<file path="src/rtl/key_debounce_if.sv">
// Key debouncer signal bundle: raw active-low key in, debounced level and event pulses out.
interface key_debounce_if;
    logic i_key_n;
    logic o_key_level;
    logic o_press;
    logic o_release;
    logic o_long;

    // Drives the raw key and observes debounced results
    modport master (
        output i_key_n,
        input  o_key_level,
        input  o_press,
        input  o_release,
        input  o_long
    );

    // The debouncer itself
    modport slave (
        input  i_key_n,
        output o_key_level,
        output o_press,
        output o_release,
        output o_long
    );
endinterface

</file>
<file path="src/rtl/key_debounce.sv">
// Mechanical key debouncer with press/release/long-press event pulses.
// The raw key is synchronized, then qualified by a stable-sample counter;
// a separate hold counter times long presses and freezes during release checks.
module key_debounce #(
    parameter int unsigned DEBOUNCE_CYCLES = 250000,
    parameter int unsigned LONG_CYCLES     = 25000000
) (
    input  logic       i_clk,
    input  logic       i_rst,
    key_debounce_if.slave bus
);

    localparam int unsigned DEB_W  = $clog2(DEBOUNCE_CYCLES) + 1;
    localparam int unsigned HOLD_W = $clog2(LONG_CYCLES) + 1;
    localparam logic [DEB_W-1:0]  DEB_LAST  = DEB_W'(DEBOUNCE_CYCLES - 32'd1);
    localparam logic [HOLD_W-1:0] HOLD_LAST = HOLD_W'(LONG_CYCLES - 32'd1);

    typedef enum logic [2:0] {
        IDLE,
        PRESS_CHK,
        PRESSED,
        LONG_HELD,
        RELEASE_CHK
    } state_t;

    state_t            state_q,     state_d;
    logic [DEB_W-1:0]  deb_cnt_q,   deb_cnt_d;
    logic [HOLD_W-1:0] hold_cnt_q,  hold_cnt_d;
    logic [1:0]        key_sync_q,  key_sync_d;
    logic              was_long_q,  was_long_d;
    logic              key_level_q, key_level_d;
    logic              press_q,     press_d;
    logic              release_q,   release_d;
    logic              long_q,      long_d;
    logic              key_s;

    assign key_s = key_sync_q[1];

    // State, counters, synchronizer and registered outputs
    always_ff @(posedge i_clk or posedge i_rst) begin
        if (i_rst) begin
            state_q     <= IDLE;
            deb_cnt_q   <= '0;
            hold_cnt_q  <= '0;
            key_sync_q  <= 2'b11;
            was_long_q  <= 1'b0;
            key_level_q <= 1'b0;
            press_q     <= 1'b0;
            release_q   <= 1'b0;
            long_q      <= 1'b0;
        end else begin
            state_q     <= state_d;
            deb_cnt_q   <= deb_cnt_d;
            hold_cnt_q  <= hold_cnt_d;
            key_sync_q  <= key_sync_d;
            was_long_q  <= was_long_d;
            key_level_q <= key_level_d;
            press_q     <= press_d;
            release_q   <= release_d;
            long_q      <= long_d;
        end
    end

    // Next-state, counter and event-pulse logic
    always_comb begin
        state_d    = state_q;
        deb_cnt_d  = deb_cnt_q;
        hold_cnt_d = hold_cnt_q;
        was_long_d = was_long_q;
        press_d    = 1'b0;
        release_d  = 1'b0;
        long_d     = 1'b0;
        key_sync_d = {key_sync_q[0], bus.i_key_n};

        case (state_q)
            IDLE: begin
                if (!key_s) begin
                    state_d   = PRESS_CHK;
                    deb_cnt_d = '0;
                end
            end
            PRESS_CHK: begin
                // A high sample wins even on the terminal-count edge
                if (key_s) begin
                    state_d = IDLE;
                end else if (deb_cnt_q == DEB_LAST) begin
                    state_d    = PRESSED;
                    press_d    = 1'b1;
                    hold_cnt_d = '0;
                end else begin
                    deb_cnt_d = deb_cnt_q + DEB_W'(1);
                end
            end
            PRESSED: begin
                if (key_s) begin
                    state_d    = RELEASE_CHK;
                    deb_cnt_d  = '0;
                    was_long_d = 1'b0;
                end else begin
                    hold_cnt_d = hold_cnt_q + HOLD_W'(1);
                    if (hold_cnt_q == HOLD_LAST) begin
                        state_d = LONG_HELD;
                        long_d  = 1'b1;
                    end
                end
            end
            LONG_HELD: begin
                // Hold counter stays put so o_long cannot fire again
                if (key_s) begin
                    state_d    = RELEASE_CHK;
                    deb_cnt_d  = '0;
                    was_long_d = 1'b1;
                end
            end
            RELEASE_CHK: begin
                // Hold counter frozen; a bounce resumes the recorded held state
                if (!key_s) begin
                    state_d = was_long_q ? LONG_HELD : PRESSED;
                end else if (deb_cnt_q == DEB_LAST) begin
                    state_d   = IDLE;
                    release_d = 1'b1;
                end else begin
                    deb_cnt_d = deb_cnt_q + DEB_W'(1);
                end
            end
            default: begin
                state_d = IDLE;
            end
        endcase

        key_level_d = (state_d == PRESSED) || (state_d == LONG_HELD) ||
                      (state_d == RELEASE_CHK);
    end

    assign bus.o_key_level = key_level_q;
    assign bus.o_press     = press_q;
    assign bus.o_release   = release_q;
    assign bus.o_long      = long_q;

endmodule
</file>
<file path="src/flat_wrapper.sv">
// flat-port wrapper written by rule: the top's interface ports become plain ports
module key_debounce_flat 
#(
    parameter int unsigned DEBOUNCE_CYCLES = 250000,
    parameter int unsigned LONG_CYCLES     = 25000000
)
  (i_clk, i_rst, bus_i_key_n, bus_o_key_level, bus_o_press, bus_o_release, bus_o_long);
  key_debounce_if bus_i ();
  input  logic i_clk;
  input  logic i_rst;
  input wire logic [$bits(bus_i.i_key_n)-1:0] bus_i_key_n;
  output wire logic [$bits(bus_i.o_key_level)-1:0] bus_o_key_level;
  output wire logic [$bits(bus_i.o_press)-1:0] bus_o_press;
  output wire logic [$bits(bus_i.o_release)-1:0] bus_o_release;
  output wire logic [$bits(bus_i.o_long)-1:0] bus_o_long;
  assign bus_i.i_key_n = bus_i_key_n;
  assign bus_o_key_level = bus_i.o_key_level;
  assign bus_o_press = bus_i.o_press;
  assign bus_o_release = bus_i.o_release;
  assign bus_o_long = bus_i.o_long;
  key_debounce #(.DEBOUNCE_CYCLES(DEBOUNCE_CYCLES), .LONG_CYCLES(LONG_CYCLES)) u_core (.i_clk(i_clk), .i_rst(i_rst), .bus(bus_i));
endmodule
</file>
<file path="config.mk">
export PLATFORM = sky130hd
export DESIGN_NAME = key_debounce_flat
export DESIGN_NICKNAME = d
export VERILOG_FILES = /design/src/rtl/key_debounce_if.sv /design/src/rtl/key_debounce.sv /design/src/flat_wrapper.sv
export SDC_FILE = /design/constraint.sdc
export NUM_CORES = 1
export LEC_CHECK = 0
export BUFFER_PORTS_ARGS = -buffer_cell sky130_fd_sc_hd__buf_4
export CAP_MARGIN = 10
export CELL_PAD_IN_SITES_DETAIL_PLACEMENT = 1
export CELL_PAD_IN_SITES_GLOBAL_PLACEMENT = 2
export CORE_MARGIN = 2
export CORE_UTILIZATION = 30
export CTS_CLUSTER_SIZE = 16
export DETAILED_ROUTE_END_ITERATION = 10
export PLACE_DENSITY = 0.62
export RECOVER_POWER = 100
export SLEW_MARGIN = 20
export SYNTH_ARGS = -nofsm -noshare
export SYNTH_HDL_FRONTEND = slang
export SYNTH_SLANG_ARGS = --single-unit
</file>
<file path="constraint.sdc">
create_clock -name i_clk -period 2.4 [get_ports i_clk]
set_input_delay 0 -clock i_clk [delete_from_list [all_inputs] [get_ports i_clk]]
set_output_delay 0 -clock i_clk [all_outputs]
set_load 0.005 [all_outputs]
</file>
After elaboration in Yosys (flattened, before gate mapping)
Index checks and enable logic that the tools add are counted.
{"block": "classes", "add_sub_neg": 2, "multipliers": 0, "div": 0, "magnitude_cmp": 0, "n_eq_ne": 17, "shift": 0, "mux": 31, "bitwise_logic": 0, "n_reduce_logical": 10}
{"op": "2-to-1 mux 19 bit", "count": 5}
{"op": "2-to-1 mux 26 bit", "count": 3}
{"op": "case mux 19 bit (4 select lines)", "count": 1}
{"op": "case mux 26 bit (2 select lines)", "count": 1}
{"op": "adder 26 x 1 -> 26 bit, second input constant", "count": 1}
{"op": "== test 26 x 25 -> 1 bit, second input constant", "count": 1}
{"op": "2-to-1 mux 3 bit", "count": 8}
{"op": "adder 19 x 1 -> 19 bit, second input constant", "count": 1}
{"op": "== test 19 x 18 -> 1 bit, second input constant", "count": 1}
{"op": "case mux 3 bit (5 select lines)", "count": 1}
{"op": "== test 3 x 2 -> 1 bit, second input constant", "count": 4}
{"op": "2-to-1 mux 1 bit", "count": 11}
{"op": "!= test 2 x 1 -> 1 bit, second input constant", "count": 5}
{"op": "== test 3 bit, second input constant", "count": 2}
{"op": "!= test 2 bit, second input constant", "count": 3}
{"op": "AND reduction 5 bit", "count": 1}
{"op": "AND reduction 4 bit", "count": 1}
{"op": "nonzero test 2 bit", "count": 2}
{"op": "nonzero test 4 bit", "count": 1}
{"op": "== test 3 x 1 -> 1 bit, second input constant", "count": 1}
{"op": "logical NOT 3 bit", "count": 1}
{"op": "AND reduction 3 bit", "count": 1}
{"op": "logical OR 1 bit", "count": 2}
{"op": "case mux 1 bit (2 select lines)", "count": 1}
{"op": "OR reduction 2 bit", "count": 1}
{"block": "word_totals", "register_bits": 55, "latch_bits": 0, "ram_bits": 0, "romBits": 0, "inputBits": 3, "n_memories": 0}

Logic depth before layout (Yosys ltp)
Gate-level depths: netlist (run 1).
{"block": "depth", "word_depth": 7, "ltp_mapped": 7, "depth_no_buf": 6}

Worst setup path after synthesis (run 1)
OpenSTA, ideal clock, no wires.
{"block": "synth_timing", "kind": "register to register", "startpoint": "register u_core.deb_cnt_q[4]", "endpoint": "register u_core.hold_cnt_q[12]", "setup_time_ns": 0.073, "arrival_ns": 2.205, "required_ns": 2.327, "slack_ns": 0.121, "path_stages_with_launch": 8, "n_path_buf": 2, "period_less_slack_ns": 2.279, "cell_sequence": "dfrtp_1 -> buf_6 -> or4b_4 -> nor4b_4 -> a211oi_2 -> buf_6 -> or4_4 -> a21oi_2"}
{"block": "synth_between", "elab_chain_len": 3}
{"item": "from (decl)", "line": "key_debounce.sv:27", "source": "logic [DEB_W-1:0] deb_cnt_q, deb_cnt_d;"}
{"item": "from (signal assigned)", "line": "key_debounce.sv:53", "source": "deb_cnt_q <= deb_cnt_d;"}
{"item": "== test 19 x 18 -> 1 bit", "line": "key_debounce.sv:86", "source": "end else if (deb_cnt_q == DEB_LAST) begin"}
{"item": "!= test 2 x 1 -> 1 bit (no source line)"}
{"item": "AND reduction 4 bit (no source line)"}
{"item": "to (signal assigned)", "line": "key_debounce.sv:54", "source": "hold_cnt_q <= hold_cnt_d;"}
{"item": "to (decl)", "line": "key_debounce.sv:28", "source": "logic [HOLD_W-1:0] hold_cnt_q, hold_cnt_d;"}
Every way passes these cells.
A chain may end at the register's enable or synchronous reset.

Worst setup path in the final report (run 1)
{"block": "layout_timing", "startpoint": "register u_core.deb_cnt_q[18]", "endpoint": "register u_core.hold_cnt_q[20]"}
The elaborated chain is that of the path after synthesis.

==> flow_metrics.env, run 1 <==
export IMPL_synth_edf_count=0
export IMPL_drc=0
export IMPL_fillers=1170
export IMPL_register_area_sq_um=1380
export IMPL_crit_buf_inv=1
export IMPL_pwr_share_clk_pct=35.5
export IMPL_cp_required_ps=2650
export IMPL_hold_viol=0
export IMPL_place_area_sq_um=3410
export IMPL_multiInputGateArea_sq_um=1580
export IMPL_crit_slowest_cell="or4b_4"
export IMPL_tritoncts="built"
export IMPL_grt_max_degree=34
export IMPL_cp_top_family="simple AND/OR/NAND/NOR gates"
export IMPL_drtAntennaViolNets=0
export IMPL_r2r_slack_ps=60
export IMPL_die_h_microns=104
export IMPL_hold_worst_slack_ps=347
export IMPL_peakVddDrop_mv=0.224
export IMPL_num_vias=2619
export IMPL_finalWirelength_mm=7.94
export IMPL_drive_above_1_share_pct=19.2
export IMPL_area_delta_synth_final_pct=19.1
export IMPL_p_int_uw=1240
export IMPL_track_usage_pct=15.4
export IMPL_row_count=36
export IMPL_path_clk_slew_ps=100
export IMPL_port_buffers=6
export IMPL_gp_congestion=0.732
export IMPL_switching_share_pct=23.7
export IMPL_timing_max_cap_violations=0
export IMPL_overflow=0
export IMPL_min_period_ps=2340
export IMPL_postSynthCellCount=322
export IMPL_skew_ps=8.17
export IMPL_synth_distinct_cells=54
export IMPL_setup_viol=0
export IMPL_n_antenna_cell=0
export IMPL_wire_per_inst_microns=16.1
export IMPL_finalCritPeriodShare_pct=97.3
export IMPL_path_class="reg -> reg"
export IMPL_initial_core_util_pct=30.9
export IMPL_hold_path_startpoint="bus_i_key_n"
export IMPL_status="completed"
export IMPL_dieWidth_microns=104
export IMPL_ys_flop_type="dfrtp_1"
export IMPL_slew_violations=0
export IMPL_power_share_sequential_pct=58.9
export IMPL_avgSynthCellArea_sq_um=9.39
export IMPL_met1_usage_pct=20.8
export IMPL_leakage_uw=0.00145
export IMPL_use_met2_pct=25.7
export IMPL_hp_class="in -> reg"
export IMPL_cts_inserted_buffers=5
export IMPL_via_per_inst=5.32
export IMPL_tightest_slew_ps=1120
export IMPL_nNetsFinal=363
export IMPL_syn_nets=327
export IMPL_startpoint_type="flop"
export IMPL_met3_usage_pct=2.07
export IMPL_die_area_sq_um=10900
export IMPL_hold_end="u_core.key_sync_q[0]"
export IMPL_crit_path_cell_trace="or4b_4 -> nor4b_4 -> a211oi_2 -> buf_12 -> or4_1 -> a21oi_2"
export IMPL_yosysWarnings=0
export IMPL_rr_worst_depth=6
export IMPL_synth_seq_cells=55
export IMPL_timing_rr_end="u_core.hold_cnt_q[20]"
export IMPL_dp_hpwl_mm=5.66
export IMPL_cts_root_buf="clkbuf_8"
export IMPL_grt_pass1_wl_mm=13.6
export IMPL_endpoint_kind="flop"
export IMPL_cts_num_sinks=55
export IMPL_synthArstFlopShare_pct=100
export IMPL_clk_latency_ps=310
export IMPL_first_global_vias=2631
export IMPL_fin_setup_tns_ps=0
export IMPL_cts_max_level=2
export IMPL_slew_headroom_pct=25.5
export IMPL_clock_path_buffers=2
export IMPL_hold_depth=2
export IMPL_max_stage_delay_ps=550
export IMPL_power_density_nw_per_um2=452
export IMPL_rsz0062_at_grt="true"
export IMPL_detail_route_iter0_violations=57
export IMPL_final_area_sq_um=3600
export IMPL_max_freq_mhz=428
export IMPL_p_sw_uw=386
export IMPL_syn_area_sq_um=3020
export IMPL_r2r_start="u_core.deb_cnt_q[18]"
export IMPL_boundaryPins=7
export IMPL_drtPass1Iterations=4
export IMPL_antenna_found_initial=0
export IMPL_grt_busiest_layer="met2"
export IMPL_worstPathArrival_ps=2580
export IMPL_p_comb_share_pct=5.6
export IMPL_ys_seq_area_share_pct=45.6
export IMPL_crit_fanout=33
export IMPL_core_region_area_sq_um=9770
how the worst max path moves through the flow:
| stage | start | endpoint | slack (ps) | cells after the start |
|---|---|---|---|---|
| 2_1_floorplan | u_core.deb_cnt_q[4] | u_core.hold_cnt_q[12] | 120 | 7 |
| 3_3_place_gp | u_core.deb_cnt_q[18] | u_core.deb_cnt_q[3] | 90 | 5 |
| 3_5_place_dp | u_core.deb_cnt_q[18] | u_core.hold_cnt_q[25] | 50 | 6 |
| 4_1_cts | u_core.deb_cnt_q[5] | u_core.deb_cnt_q[3] | 10 | 5 |
| 5_1_grt | u_core.deb_cnt_q[18] | u_core.hold_cnt_q[22] | -20 | 6 |
| 6_report | u_core.deb_cnt_q[18] | u_core.hold_cnt_q[20] | 60 | 6 |
worst register-to-register path: stages (launching register included):
cell	delay [ps]
dfrtp_1	400
or4b_4	550
nor4b_4	310
a211oi_2	140
buf_12	190
or4_1	530
a21oi_2	150
cell usage after synthesis (7+ instances only):
library cell | n | area, sq um
a21oi_1 | 24 | 120
clkbuf_1 | 7 | 26.3
dfrtp_1 | 53 | 1330
nand2_1 | 26 | 97.6
nand3_1 | 18 | 90.1
nand4_1 | 15 | 93.8
nor2_1 | 24 | 90.1
nor3_1 | 7 | 35.0
o21ai_0 | 20 | 100
o31ai_1 | 9 | 67.6
or3_1 | 16 | 100
or4_1 | 13 | 97.6
xor2_1 | 13 | 114
cell usage in the layout, fill, tap and decap left out, types with 7 or more instances in the layout:
master / n
nand4_1: 15
nand3_1: 18
nand2_1: 26
xor2_1: 13
a21oi_1: 20
clkbuf_8: 7
dfrtp_1: 53
nor2_1: 23
or3_1: 16
buf_4: 28
clkbuf_4: 7
o31ai_1: 9
o21ai_0: 20
or4_1: 10
nor3_1: 7
cells by family after synthesis:
family / synth area share (%)
and+or+nand+nor: 29.1
AOI/OAI and AO/OA: 15.5
DFF: 45.6
buffers and inverters: 3.15
xor gates and xnor gates: 4.35
muxes: 1.45
adders and majority gates: 0.828
power by group through the flow:
stage / registers [uW] / logic [uW] / clock network, uW
after floorplan: 970 / 62.9 / 0
after global placement: 975 / 93.0 / 0
after detailed placement: 976 / 94.0 / 0
after CTS: 958 / 97.1 / 610
after global routing: 961 / 106 / 635
final: 958 / 91.8 / 577
area by class of cell:
class	instances	share of cell area [%]
inverter	6	0.626
multi-input combinational	247	43.8
clock buffer	8	2.78
sequential	55	38.3
timing repair buffer	43	9.84
tap	133	4.62
routing by layer:
layer  wire, microns  share of wire (%)
met5               0                  0
met4              92                1.2
met3              95                1.2
met2            3860                 49
met1            3890                 49
state kept, by name, summed over array words and instances, names as in the netlist:
name / cells
u_core.bus.o_key_level: 1
u_core.bus.o_long: 1
u_core.bus.o_press: 1
u_core.bus.o_release: 1
u_core.deb_cnt_q: 19
u_core.hold_cnt_q: 26
u_core.key_sync_q: 2
u_core.state_q: 3
u_core.was_long_q: 1
stage by stage:
stage	utilization [%]	total power [uW]	setup WS [ps]	cells
after detailed placement	34.9	1070	49.1	477
after floorplan	-	1030	121	322
after global routing	36.8	1700	-22.9	492
after global placement	34.9	1070	91.2	477
after CTS	36.1	1660	14.8	487
final	36.8	1630	64.5	492
repair_timing:
item,4_1_cts,5_1_grt
hold buffers,2,0
hold endpoints to repair,25,0
buffers inserted,0,5
resized for setup,0,8
setup endpoints to repair,0,21
Note: power is estimated with default switching activity, not from simulation.
==> run 2, diff against run 1 <==
--- a/config.mk
+++ b/config.mk
@@ -13,8 +13,9 @@
 export CORE_UTILIZATION = 30
 export CTS_CLUSTER_SIZE = 16
 export DETAILED_ROUTE_END_ITERATION = 10
-export PLACE_DENSITY = 0.62
+export PLACE_DENSITY = 0.6
 export RECOVER_POWER = 100
+export SETUP_SLACK_MARGIN = 0.5
 export SLEW_MARGIN = 20
 export SYNTH_ARGS = -nofsm -noshare
 export SYNTH_HDL_FRONTEND = slang
==> constraint.sdc (replaced) <==
create_clock -name i_clk -period 2.9 [get_ports i_clk]
set_input_delay 0 -clock i_clk [delete_from_list [all_inputs] [get_ports i_clk]]
set_output_delay 0 -clock i_clk [all_outputs]
set_load 0.005 [all_outputs]
==> run 2 against run 1 <==
  * First-iteration DRC count is 3.5% higher
  * Global-route usage fell by 0.14 points
  * Largest cell class unchanged
  * Worst setup slack improved by 290 ps
  * Critical endpoint is now u_core.deb_cnt_q[0]
  * Worst hold slack got worse by 4.5 ps
==> flow_metrics.env, run 2 (same netlist as run 1, synthesis figures left out) <==
export IMPL_detail_route_iter0_violations=59
export IMPL_cts_inserted_buffers=5
export IMPL_dr_max_layer_used="met4"
export IMPL_clk_latency_ps=320
export IMPL_cts_root_buf="clkbuf_8"
export IMPL_cts_num_sinks=55
export IMPL_path_clk_slew_ps=100
export IMPL_layout_commonest_cell="dfrtp_1"
export IMPL_final_area_sq_um=3580
export IMPL_timing_rr_end="u_core.deb_cnt_q[0]"
export IMPL_hold_viol=0
export IMPL_dp_hpwl_mm=5.25
export IMPL_grt_pass1_wl_mm=13.4
export IMPL_drc=0
export IMPL_place_ws_ps=409
export IMPL_layout_cells_non_filler=483
export IMPL_slew_violations=0
export IMPL_initial_core_util_pct=30.9
export IMPL_drive_above_1_share_pct=19.4
export IMPL_num_vias=2567
export IMPL_cp_top_family="simple AND/OR/NAND/NOR gates"
export IMPL_wl_met3_microns=155
export IMPL_track_usage_pct=15.3
export IMPL_slew_headroom_pct=34.7
export IMPL_drtPass1Iterations=4
export IMPL_rr_worst_depth=6
export IMPL_register_area_sq_um=1380
export IMPL_hp_class="in -> reg"
export IMPL_power_uw=1350
export IMPL_path_depth=6
export IMPL_port_buffers=6
export IMPL_worst_path_most_repeated_cell="nor2_1"
export IMPL_fin_setup_tns_ps=0
export IMPL_n_antenna_cell=0
export IMPL_crit_slowest_cell="or4_1"
export IMPL_max_stage_delay_ps=720
export IMPL_boundaryPins=7
export IMPL_largest_register="u_core.hold_cnt_q"
export IMPL_finalWirelength_mm=7.99
export IMPL_crit_fanout=8
export IMPL_fillers=1167
export IMPL_wire_per_inst_microns=16.5
export IMPL_peakVddDrop_mv=0.212
export IMPL_setup_viol=0
export IMPL_cts_max_level=2
export IMPL_cp_required_ps=3110
export IMPL_via_per_inst=5.31
export IMPL_r2r_slack_ps=350
export IMPL_crit_path_cell_trace="buf_4 -> or3b_2 -> or4_1 -> nor2_1 -> nor2_1 -> mux2_2"
export IMPL_crit_buf_inv=1
export IMPL_path_class="reg -> reg"
export IMPL_multiInputGateArea_sq_um=1630
export IMPL_tritoncts="built"
export IMPL_final_cell_mix="49 x dfrtp_1, 26 x a21oi_1, 26 x nand2_1, 23 x nor2_1, 19 x o21ai_0"
export IMPL_power_density_nw_per_um2=377
export IMPL_row_count=36
export IMPL_timing_max_cap_violations=0
export IMPL_critPathCapture="u_core.deb_cnt_q[0]"
export IMPL_rsz0062_at_grt="true"
export IMPL_max_freq_mhz=392
export IMPL_endpoint_kind="flop"
export IMPL_cp_startpoint="u_core.deb_cnt_q[4]"
export IMPL_core_region_area_sq_um=9770
export IMPL_wl_met1_mm=3.72
export IMPL_leakage_uw=0.00141
export IMPL_postLayoutSetupSlackWorst_ps=350
export IMPL_r2r_start="u_core.deb_cnt_q[4]"
export IMPL_first_global_vias=2625
export IMPL_grt_max_degree=33
export IMPL_place_area_sq_um=3260
export IMPL_area_delta_synth_final_pct=18.5
export IMPL_reg_top3="u_core.hold_cnt_q: 26 flops, u_core.deb_cnt_q: 19 flops, u_core.state_q: 3 flops"
export IMPL_drtAntennaViolNets=0
export IMPL_startpoint_type="flop"
export IMPL_die_h_microns=104
export IMPL_tightest_slew_ps=978
export IMPL_dieWidth_microns=104
export IMPL_clock_path_buffers=2
export IMPL_antenna_found_initial=0
export IMPL_largest_reg_flops=26
export IMPL_skew_ps=7.23
export IMPL_overflow=0
export IMPL_finalCritPeriodShare_pct=87.9
export IMPL_routed_wl_met2_mm=4.01
export IMPL_die_area_sq_um=10900
export IMPL_worstPathArrival_ps=2760
export IMPL_min_period_ps=2550
export IMPL_dpl_cell_count=460
export IMPL_gp_congestion=0.766
export IMPL_status="completed"
export IMPL_nNetsFinal=354
run 2: power breakdown:
group          switching, uW  leakage (uW)  internal (uW)
Clock                    258     0.0000515            219
Combinational           48.9      0.000611           31.3
Sequential              15.9      0.000747            778
Total                    322       0.00141           1030
run 2: metrics by stage:
step	hold slack (ps)	utilization (%)
finish	342	36.7
global route	333	36.7
CTS	299	35.3
detailed placement	84.9	33.3
global placement	81.1	33.3
floorplan	4.48	-
run 2: metal layers:
metal	GRT usage, %	up-vias
met5	0	-
met4	3.67	0
met3	2.94	8
met2	26.3	22
met1	19.6	1283
li1	-	1254
run 2: repair_timing:
item	CTS	global route
setup endpoints to repair	29	29
hold endpoints to repair	23	0
pin swaps	2	28
setup buffers	6	6
cloned	1	0
gates resized for setup	6	39
hold buffers	2	0
run 2: how the worst min path moves through the flow:
stage	start	cells after the start	slack [ps]	endpoint
3_3_place_gp	i_rst	2	80	u_core.deb_cnt_q[3]
6_report	bus_i_key_n	2	340	u_core.key_sync_q[0]
5_1_grt	bus_i_key_n	2	330	u_core.key_sync_q[0]
3_5_place_dp	i_rst	2	80	u_core.deb_cnt_q[3]
2_1_floorplan	bus_i_key_n	0	4	u_core.key_sync_q[0]
4_1_cts	i_rst	3	300	u_core.deb_cnt_q[3]
run 2: area by class of cell:
class	count	share of cell area, %
Clock buffer	8	2.79
Inverter	6	0.628
Multi-Input combinational cell	247	45.6
Sequential cell	55	38.6
Tap cell	133	4.64
Timing Repair Buffer	34	7.75
run 2: worst register-to-register path, stage by stage, from the launching register on:
cell	delay (ps)
dfrtp_2	420
buf_4	160
or3b_2	460
or4_1	720
nor2_1	320
nor2_1	110
mux2_2	260
==> run 3, diff against run 2 <==
--- a/config.mk
+++ b/config.mk
@@ -10,10 +10,10 @@
 export CELL_PAD_IN_SITES_DETAIL_PLACEMENT = 1
 export CELL_PAD_IN_SITES_GLOBAL_PLACEMENT = 2
 export CORE_MARGIN = 2
-export CORE_UTILIZATION = 30
+export CORE_UTILIZATION = 42
 export CTS_CLUSTER_SIZE = 16
 export DETAILED_ROUTE_END_ITERATION = 10
-export PLACE_DENSITY = 0.6
+export PLACE_DENSITY = 0.8
 export RECOVER_POWER = 100
 export SETUP_SLACK_MARGIN = 0.5
 export SLEW_MARGIN = 20
==> run 3 against run 2 <==
  * Routed wire length fell by 4.5%
  * Critical path depth did not move
  * Sequential share of layout area rose by 1.4 points
  * Non-clock buffer count fell by 3
  * Clock skew rose by 8.8 ps
  * Register-to-register slack barely moved
  * Critical endpoint is now u_core.deb_cnt_q[3]
==> flow_metrics.env, run 3 (same netlist as run 1, synthesis figures left out) <==
export IMPL_core_region_area_sq_um=6870
export IMPL_num_vias=2589
export IMPL_wire_per_inst_microns=17.2
export IMPL_slew_violations=0
export IMPL_timing_rr_end="u_core.deb_cnt_q[3]"
export IMPL_r2r_start="u_core.deb_cnt_q[4]"
export IMPL_tightest_slew_ps=913
export IMPL_finalCritPeriodShare_pct=87.7
export IMPL_drive_above_1_share_pct=15.3
export IMPL_reg_top3="u_core.hold_cnt_q: 26 flops, u_core.deb_cnt_q: 19 flops, u_core.state_q: 3 flops"
export IMPL_hp_class="in -> reg"
export IMPL_overflow=0
export IMPL_clock_path_buffers=2
export IMPL_register_area_sq_um=1380
export IMPL_switching_share_pct=23.9
export IMPL_dieWidth_microns=88.8
export IMPL_hold_depth=2
export IMPL_tritoncts="built"
export IMPL_max_freq_mhz=393
export IMPL_peakVddDrop_mv=0.251
export IMPL_rr_worst_depth=6
export IMPL_port_buffers=6
export IMPL_multiInputGateArea_sq_um=1620
export IMPL_die_h_microns=88.8
export IMPL_cp_required_ps=3130
export IMPL_power_share_sequential_pct=61.7
export IMPL_layout_commonest_cell="dfrtp_1"
export IMPL_r2r_slack_ps=360
export IMPL_largest_reg_flops=26
export IMPL_first_global_vias=2626
export IMPL_skew_ps=16.0
export IMPL_path_class="reg -> reg"
export IMPL_drc=0
export IMPL_status="completed"
export IMPL_largest_register="u_core.hold_cnt_q"
export IMPL_cts_max_level=2
export IMPL_track_usage_pct=21.1
export IMPL_die_area_sq_um=7890
export IMPL_hold_path_startpoint="bus_i_key_n"
export IMPL_p_int_uw=980
export IMPL_hold_viol=0
export IMPL_hold_worst_slack_ps=355
export IMPL_drtPass1Iterations=4
export IMPL_rsz0062_at_grt="true"
export IMPL_nNetsFinal=351
export IMPL_min_period_ps=2540
export IMPL_startpoint_type="flop"
export IMPL_cts_root_buf="clkbuf_8"
export IMPL_pwr_share_clk_pct=32.4
export IMPL_area_delta_synth_final_pct=14.1
export IMPL_worstPathArrival_ps=2780
export IMPL_detail_route_iter0_violations=72
export IMPL_initial_core_util_pct=44.0
export IMPL_drtAntennaViolNets=0
export IMPL_clk_latency_ps=310
export IMPL_path_clk_slew_ps=90
export IMPL_boundaryPins=7
export IMPL_leakage_uw=0.00138
export IMPL_row_count=30
export IMPL_finalWirelength_mm=7.63
export IMPL_grt_pass1_wl_mm=13.0
export IMPL_crit_fanout=8
export IMPL_power_density_nw_per_um2=374
export IMPL_dp_hpwl_mm=4.90
export IMPL_p_comb_share_pct=5.9
export IMPL_endpoint_kind="flop"
export IMPL_fin_setup_tns_ps=0
export IMPL_dpl_cell_count=420
export IMPL_layout_cells_non_filler=443
export IMPL_antenna_found_initial=0
export IMPL_final_cell_mix="51 x dfrtp_1, 26 x a21oi_1, 26 x nand2_1, 22 x nor2_1, 20 x o21ai_0"
export IMPL_n_antenna_cell=0
export IMPL_p_sw_uw=308
export IMPL_fillers=814
export IMPL_timing_max_cap_violations=0
export IMPL_cts_inserted_buffers=5
export IMPL_setup_viol=0
export IMPL_hold_end="u_core.key_sync_q[0]"
export IMPL_gp_congestion=0.824
export IMPL_grt_max_degree=37
export IMPL_slew_headroom_pct=39.1
export IMPL_cts_num_sinks=55
export IMPL_via_per_inst=5.84
## run 3: cell count changes in the layout (fill, tap and decap cells not counted), sizes merged
| cell | before | now |
|---|---|---|
| clkbuf | 20 | 22 |
| buf | 20 | 15 |
## run 3: final cells by class
cell class,instances,share of cell area (%)
Sequential cell,55,40.0
Tap cell,96,3.48
Clock buffer,8,2.32
Timing Repair Buffer,31,6.67
Inverter,6,0.653
Multi-Input combinational cell,247,46.8
## run 3: routing by layer
metal / vias to the layer above / GRT usage, % / wire length (microns)
met2: 20 / 35.8 / 3820
met3: 12 / 4.29 / 155
met5: - / 0 / 0
li1: 1244 / - / -
met4: 0 / 6.34 / 143
met1: 1313 / 27.0 / 3510
## run 3: worst max path at each step
stage | from | endpoint | slack, ps | cells past startpoint
final | u_core.deb_cnt_q[4] | u_core.deb_cnt_q[3] | 360 | 6
after CTS | u_core.deb_cnt_q[18] | u_core.hold_cnt_q[3] | 480 | 6
after floorplan | u_core.deb_cnt_q[4] | u_core.hold_cnt_q[12] | 620 | 7
after global placement | u_core.deb_cnt_q[5] | u_core.deb_cnt_q[0] | 480 | 5
after detailed placement | u_core.deb_cnt_q[5] | u_core.deb_cnt_q[0] | 390 | 5
after global routing | u_core.deb_cnt_q[4] | u_core.deb_cnt_q[3] | 260 | 6
## run 3: what timing repair did
item,in CTS,in global routing
endpoints found under the setup margin,26,23
endpoints found under the hold margin,20,0
pin swaps,2,26
gates cloned,1,0
hold buffers,2,0
gates resized for setup,6,29
buffers inserted,6,6
## run 3: worst max-delay path, cell delays in order, from the launching register on
cell and delay [ps]:
dfrtp_2 430, clkbuf_1 180, or3b_2 490, or4_1 720
o31ai_4 380, o21ai_0 140, a21oi_1 130
## run 3: stage by stage
step	instance area, sq um	utilization, %	worst slack [ps]	power, uW
2_1_floorplan	3020	-	621	855
3_3_place_gp	3190	46.4	484	874
3_5_place_dp	3190	46.4	390	876
4_1_cts	3360	48.9	483	1300
5_1_grt	3450	50.2	257	1350
6_report	3450	50.2	357	1290
## run 3: power by group through the flow
stage / logic [uW] / registers (uW) / clock network (uW)
after floorplan: 52.0 / 803 / 0
after global placement: 64.6 / 810 / 0
after detailed placement: 65.8 / 810 / 0
after CTS: 72.2 / 795 / 434
after global routing: 86.0 / 798 / 470
final: 75.7 / 795 / 418
